File: src/rtl/piso_serializer_14.sv
// Parallel-in, serial-out transmitter. Takes one word through a valid/ready
// load handshake, then shifts it out MSB-first, one bit per enabled clock edge.
// sd_valid is meant to drive the receiving shift register's enable directly.
module piso_serializer_14 #(
  parameter int unsigned WIDTH      = 14,
  parameter logic        IDLE_LEVEL = 1'b0,
  localparam int unsigned CntW      = $clog2(WIDTH + 1)
) (
  input  logic             clk,
  input  logic             resetn,
  input  logic             enable,
  input  logic             load_valid,
  output logic             load_ready,
  input  logic [WIDTH-1:0] load_data,
  output logic             sd,
  output logic             sd_valid,
  output logic             busy,
  output logic             done,
  output logic [CntW-1:0]  bits_left
);

  typedef enum logic {StIdle, StShift} state_e;

  state_e            state_q, state_d;
  logic [WIDTH-1:0]  shreg_q, shreg_d;
  logic [CntW-1:0]   cnt_q, cnt_d;
  logic              sd_q, sd_d;
  logic              done_q, done_d;

  // Next-state logic: load in idle, shift on enabled edges while shifting.
  always_comb begin
    state_d = state_q;
    shreg_d = shreg_q;
    cnt_d   = cnt_q;
    done_d  = 1'b0;
    unique case (state_q)
      StIdle: begin
        if (load_valid) begin
          shreg_d = load_data;
          cnt_d   = CntW'(WIDTH);
          state_d = StShift;
        end
      end
      StShift: begin
        if (enable) begin
          shreg_d = {shreg_q[WIDTH-2:0], IDLE_LEVEL};
          if (cnt_q == CntW'(1)) begin
            cnt_d   = '0;
            state_d = StIdle;
            done_d  = 1'b1;
          end else begin
            cnt_d = cnt_q - CntW'(1);
          end
        end
      end
      default: state_d = StIdle;
    endcase
    // sd is registered, so it mirrors the MSB the shift register will hold next.
    sd_d = (state_d == StShift) ? shreg_d[WIDTH-1] : IDLE_LEVEL;
  end

  // State registers with asynchronous active-low reset.
  always_ff @(posedge clk or negedge resetn) begin
    if (!resetn) begin
      state_q <= StIdle;
      shreg_q <= '0;
      cnt_q   <= '0;
      sd_q    <= IDLE_LEVEL;
      done_q  <= 1'b0;
    end else begin
      state_q <= state_d;
      shreg_q <= shreg_d;
      cnt_q   <= cnt_d;
      sd_q    <= sd_d;
      done_q  <= done_d;
    end
  end

  // Outputs; load_ready is held low while reset is asserted.
  always_comb begin
    busy       = (state_q == StShift);
    load_ready = (state_q == StIdle) && resetn;
    sd_valid   = busy && enable;
    sd         = sd_q;
    done       = done_q;
    bits_left  = cnt_q;
  end

endmodule

File: config.mk
export PLATFORM = sky130hd
export DESIGN_NAME = piso_serializer_14
export DESIGN_NICKNAME = d
export VERILOG_FILES = /design/src/rtl/piso_serializer_14.sv
export SDC_FILE = /design/constraint.sdc
export NUM_CORES = 1
export LEC_CHECK = 0
export ABC_AREA = 1
export CAP_MARGIN = 5
export CORE_ASPECT_RATIO = 1.5
export CORE_MARGIN = 2
export CORE_UTILIZATION = 40
export CTS_BUF_LIST = sky130_fd_sc_hd__clkbuf_4
export CTS_CLUSTER_DIAMETER = 60
export DETAILED_ROUTE_END_ITERATION = 16
export PLACE_DENSITY = 0.7
export REMOVE_ABC_BUFFERS = 1
export SLEW_MARGIN = 20
export SYNTH_ARGS = -nofsm -noshare
export SYNTH_HDL_FRONTEND = slang
export SYNTH_SLANG_ARGS = --single-unit
File: constraint.sdc
create_clock -name clk -period 1 [get_ports clk]
set_input_delay 0.15 -clock clk [delete_from_list [all_inputs] [get_ports clk]]
set_output_delay 0.15 -clock clk [all_outputs]
set_load 0.02 [all_outputs]
==> results.sh <==
export IMPL_outcome="complete, but fails checks"
export IMPL_violations="negative setup slack"
export IMPL_synthDistinctLibCells=17
export IMPL_synth_top_area_share_pct=50.85
export IMPL_hold_viol_final=0
export IMPL_grt_use_met1_pct=18.85
export IMPL_core_area_um2=2450
export IMPL_fin_skew_ns=0.003483
export IMPL_yosys_warnings=0
export IMPL_comb_power_share_pct=51.6
export IMPL_cts_buffers=3
export IMPL_post_route_period_util_pct=117.0
export IMPL_reg2reg_depth=5
export IMPL_avgViaCountPerCell=4.859
export IMPL_cap_viol_max_count=0
export IMPL_grtUsageTotal_pct=17.54
export IMPL_path_max_fanout=5
export IMPL_drt_iter0_drc=15
export IMPL_fin_ws_ns=-0.1697
export IMPL_die_area_um2=3015
export IMPL_firstDrtPassIters=3
export IMPL_synth_common_cells="nand2_1, dfrtp_1, nand3_1"
export IMPL_slew_viol_final=0
export IMPL_async_reset_ff_share_pct=100.0
export IMPL_cts_root_buf="clkbuf_4"
export IMPL_grt_busiest_layer="met2"
export IMPL_period_needed_ns=1.170
export IMPL_worstSetupPathType="flop to primary output"
export IMPL_cp_start_kind="flop"
export IMPL_grt_util_met3_pct=1.639
export IMPL_synthCells=125
export IMPL_cts_sinks=21
export IMPL_p_leak_nw=0.7707
export IMPL_io_buffers=26
export IMPL_die_h_um=66.26
export IMPL_multi_input_area_um2=488.0
export IMPL_end_kind="primary output"
export IMPL_final_util_pct=62.72
export IMPL_ctsHoldBuffers=0
export IMPL_p_int_mw=2.398
export IMPL_clkPwrFrac_pct=10.6
export IMPL_placementRows=22
export IMPL_syn_avg_cell_area_um2=8.268
export IMPL_cts_buffer_depth=2
export IMPL_grt_first_pass_wirelength_mm=3.850
export IMPL_ir_worst_vdd_mv=1.229
export IMPL_antenna_found_initial=0
export IMPL_clkTransAtPathRegs_ns=0.11
export IMPL_dp_cells=183
export IMPL_ys_seq_area_share_pct=50.85
export IMPL_critPathMaxStageDelay_ns=0.47
export IMPL_drt_total_wl_mm=2.215
export IMPL_avgRoutedWirePerCell_um=11.60
export IMPL_cts_max_level=1
export IMPL_whs_ns=0.2293
export IMPL_finalSetupViolCount=26
export IMPL_syn_to_final_growth_pct=48.67
export IMPL_maxSlewHeadroom_pct=81.95
export IMPL_insertion_delay_ns=0.29
export IMPL_grt_overflow_total=0
export IMPL_io_pins=27
export IMPL_antenna_left=0
export IMPL_n_fill_cell=222
export IMPL_synth_top_area_cell="dfrtp_1"
export IMPL_grt_pass1_vias=920
export IMPL_seqCellArea_um2=528.0
export IMPL_synth_area_leaders="dfrtp_1, nand2_1, nand3_1"
export IMPL_rsz0062_at_grt="yes"
export IMPL_seq_power_share_pct=37.8
export IMPL_use_met2_pct=32.22
export IMPL_fin_nets=188
export IMPL_drc=0
export IMPL_worstPathArrival_ns=1.02
export IMPL_synth_most_common_cell="nand2_1"
export IMPL_ys_ff_latch=21
export IMPL_tightest_slew_ns=0.2708
export IMPL_crit_chain="nand2_4 > inv_2 > buf_6"
export IMPL_max_freq_ghz=0.8549
export IMPL_dpl_hpwl_mm=1.614
export IMPL_chipWidth_um=45.50
export IMPL_drive_gt1_share_pct=33.53
export IMPL_num_vias=928
export IMPL_grt_start_max_net_pins=22
export IMPL_p_switching_mw=1.556
export IMPL_diodes=0
export IMPL_switching_share_pct=39.34
export IMPL_globalplace_congestion=0.7057
export IMPL_fin_cells=191
export IMPL_slowest_stage="dfrtp_2"
export IMPL_start_util_pct=42.19
export IMPL_hold_path_class="input port to asynchronous set/reset pin"
export IMPL_synth_edf_count=0
export IMPL_p_per_area_nw_per_um2=2573
export IMPL_synth_ff_type="dfrtp_1"
export IMPL_cts_tree="built"
export IMPL_crit_required_ns=0.85
export IMPL_syn_area_um2=1033
## per-stage QoR
stage          power (mW)  setup TNS, ns  setup slack [ns]  instance area, um^2
2_1_floorplan       2.355         -2.595           -0.2228                999.7
3_3_place_gp        3.067         -7.596           -0.5426                 1373
3_5_place_dp        3.142         -7.989           -0.5332                 1373
4_1_cts             3.850         -2.073           -0.1890                 1479
5_1_grt             4.274         -3.440           -0.2272                 1536
6_report            3.954         -1.852           -0.1697                 1536
## layout make-up
| cell class | instances | area share, % |
|---|---|---|
| Clock buffer | 4 | 1.954 |
| Inverter | 14 | 4.072 |
| Multi-Input combinational cell | 87 | 31.76 |
| Sequential cell | 21 | 34.36 |
| Tap cell | 24 | 1.954 |
| Timing Repair Buffer | 40 | 25.49 |
| Timing Repair inverter | 1 | 0.4072 |
## per-layer routing
metal	part of all wire [%]	up-vias
met1	39	425
met4	0.81	0
met3	3.6	2
met2	57	23
met5	0	-
li1	-	478
## sequential cells by signal (all words and copies together), names as in the netlist
name,flops
busy,1
bits_left,4
sd,1
shreg_q,14
done,1
## kinds of logic (layout without fill, tap and decap cells)
logic type	count (synthesis)	after routing	synth area share, %
compound gates	6	6	3.389
fa+ha+maj	2	2	2.421
buf+inv	17	59	8.596
flops	21	21	50.85
simple gates	79	79	34.75
## final timing paths
path | from | endpoint | slack [ns]
max | busy | sd_valid | -0.17
min | resetn | bits_left[1] | 0.23
min reg2reg | shreg_q[0] | shreg_q[0] | 0.49
max in group asynchronous | resetn | busy | 0.54
min in group clk | load_data[0] | shreg_q[0] | 0.39
max reg2reg | busy | shreg_q[12] | -0.12
## cells in the final DEF (no fill, tap or decap), drive strengths merged
cell           count
inv               15
o21ai              3
nand3             16
nand4              1
nand2             54
clkbuf             4
ha                 2
a21oi              1
clkdlybuf4s50     17
buf               23
nor2               8
dfrtp             21
o211ai             2
## what timing repair did
| item | in CTS | in global routing |
|---|---|---|
| pin swaps | 9 | 4 |
| hold endpoints to repair | 0 | 0 |
| gates resized for setup | 66 | 14 |
| buffers inserted | 2 | 1 |
| endpoints found under the setup margin | 29 | 30 |
| gates cloned | 1 | 0 |
## power by group through the flow
stage          logic [mW]  registers, mW  clock network [mW]
2_1_floorplan       0.780           1.57                   0
3_3_place_gp         1.63           1.44                   0
3_5_place_dp         1.68           1.47                   0
4_1_cts              1.92           1.48               0.448
5_1_grt              2.26           1.54               0.477
6_report             2.04           1.49               0.421
## worst max-delay path, delay by kind of cell (launching register included)
kind                   cells  cell delay, ns
flip-flops                 1            0.47
buffers and inverters      2            0.17
AND/OR/NAND/NOR            1            0.09
Power figures use the tool's default switching activity.
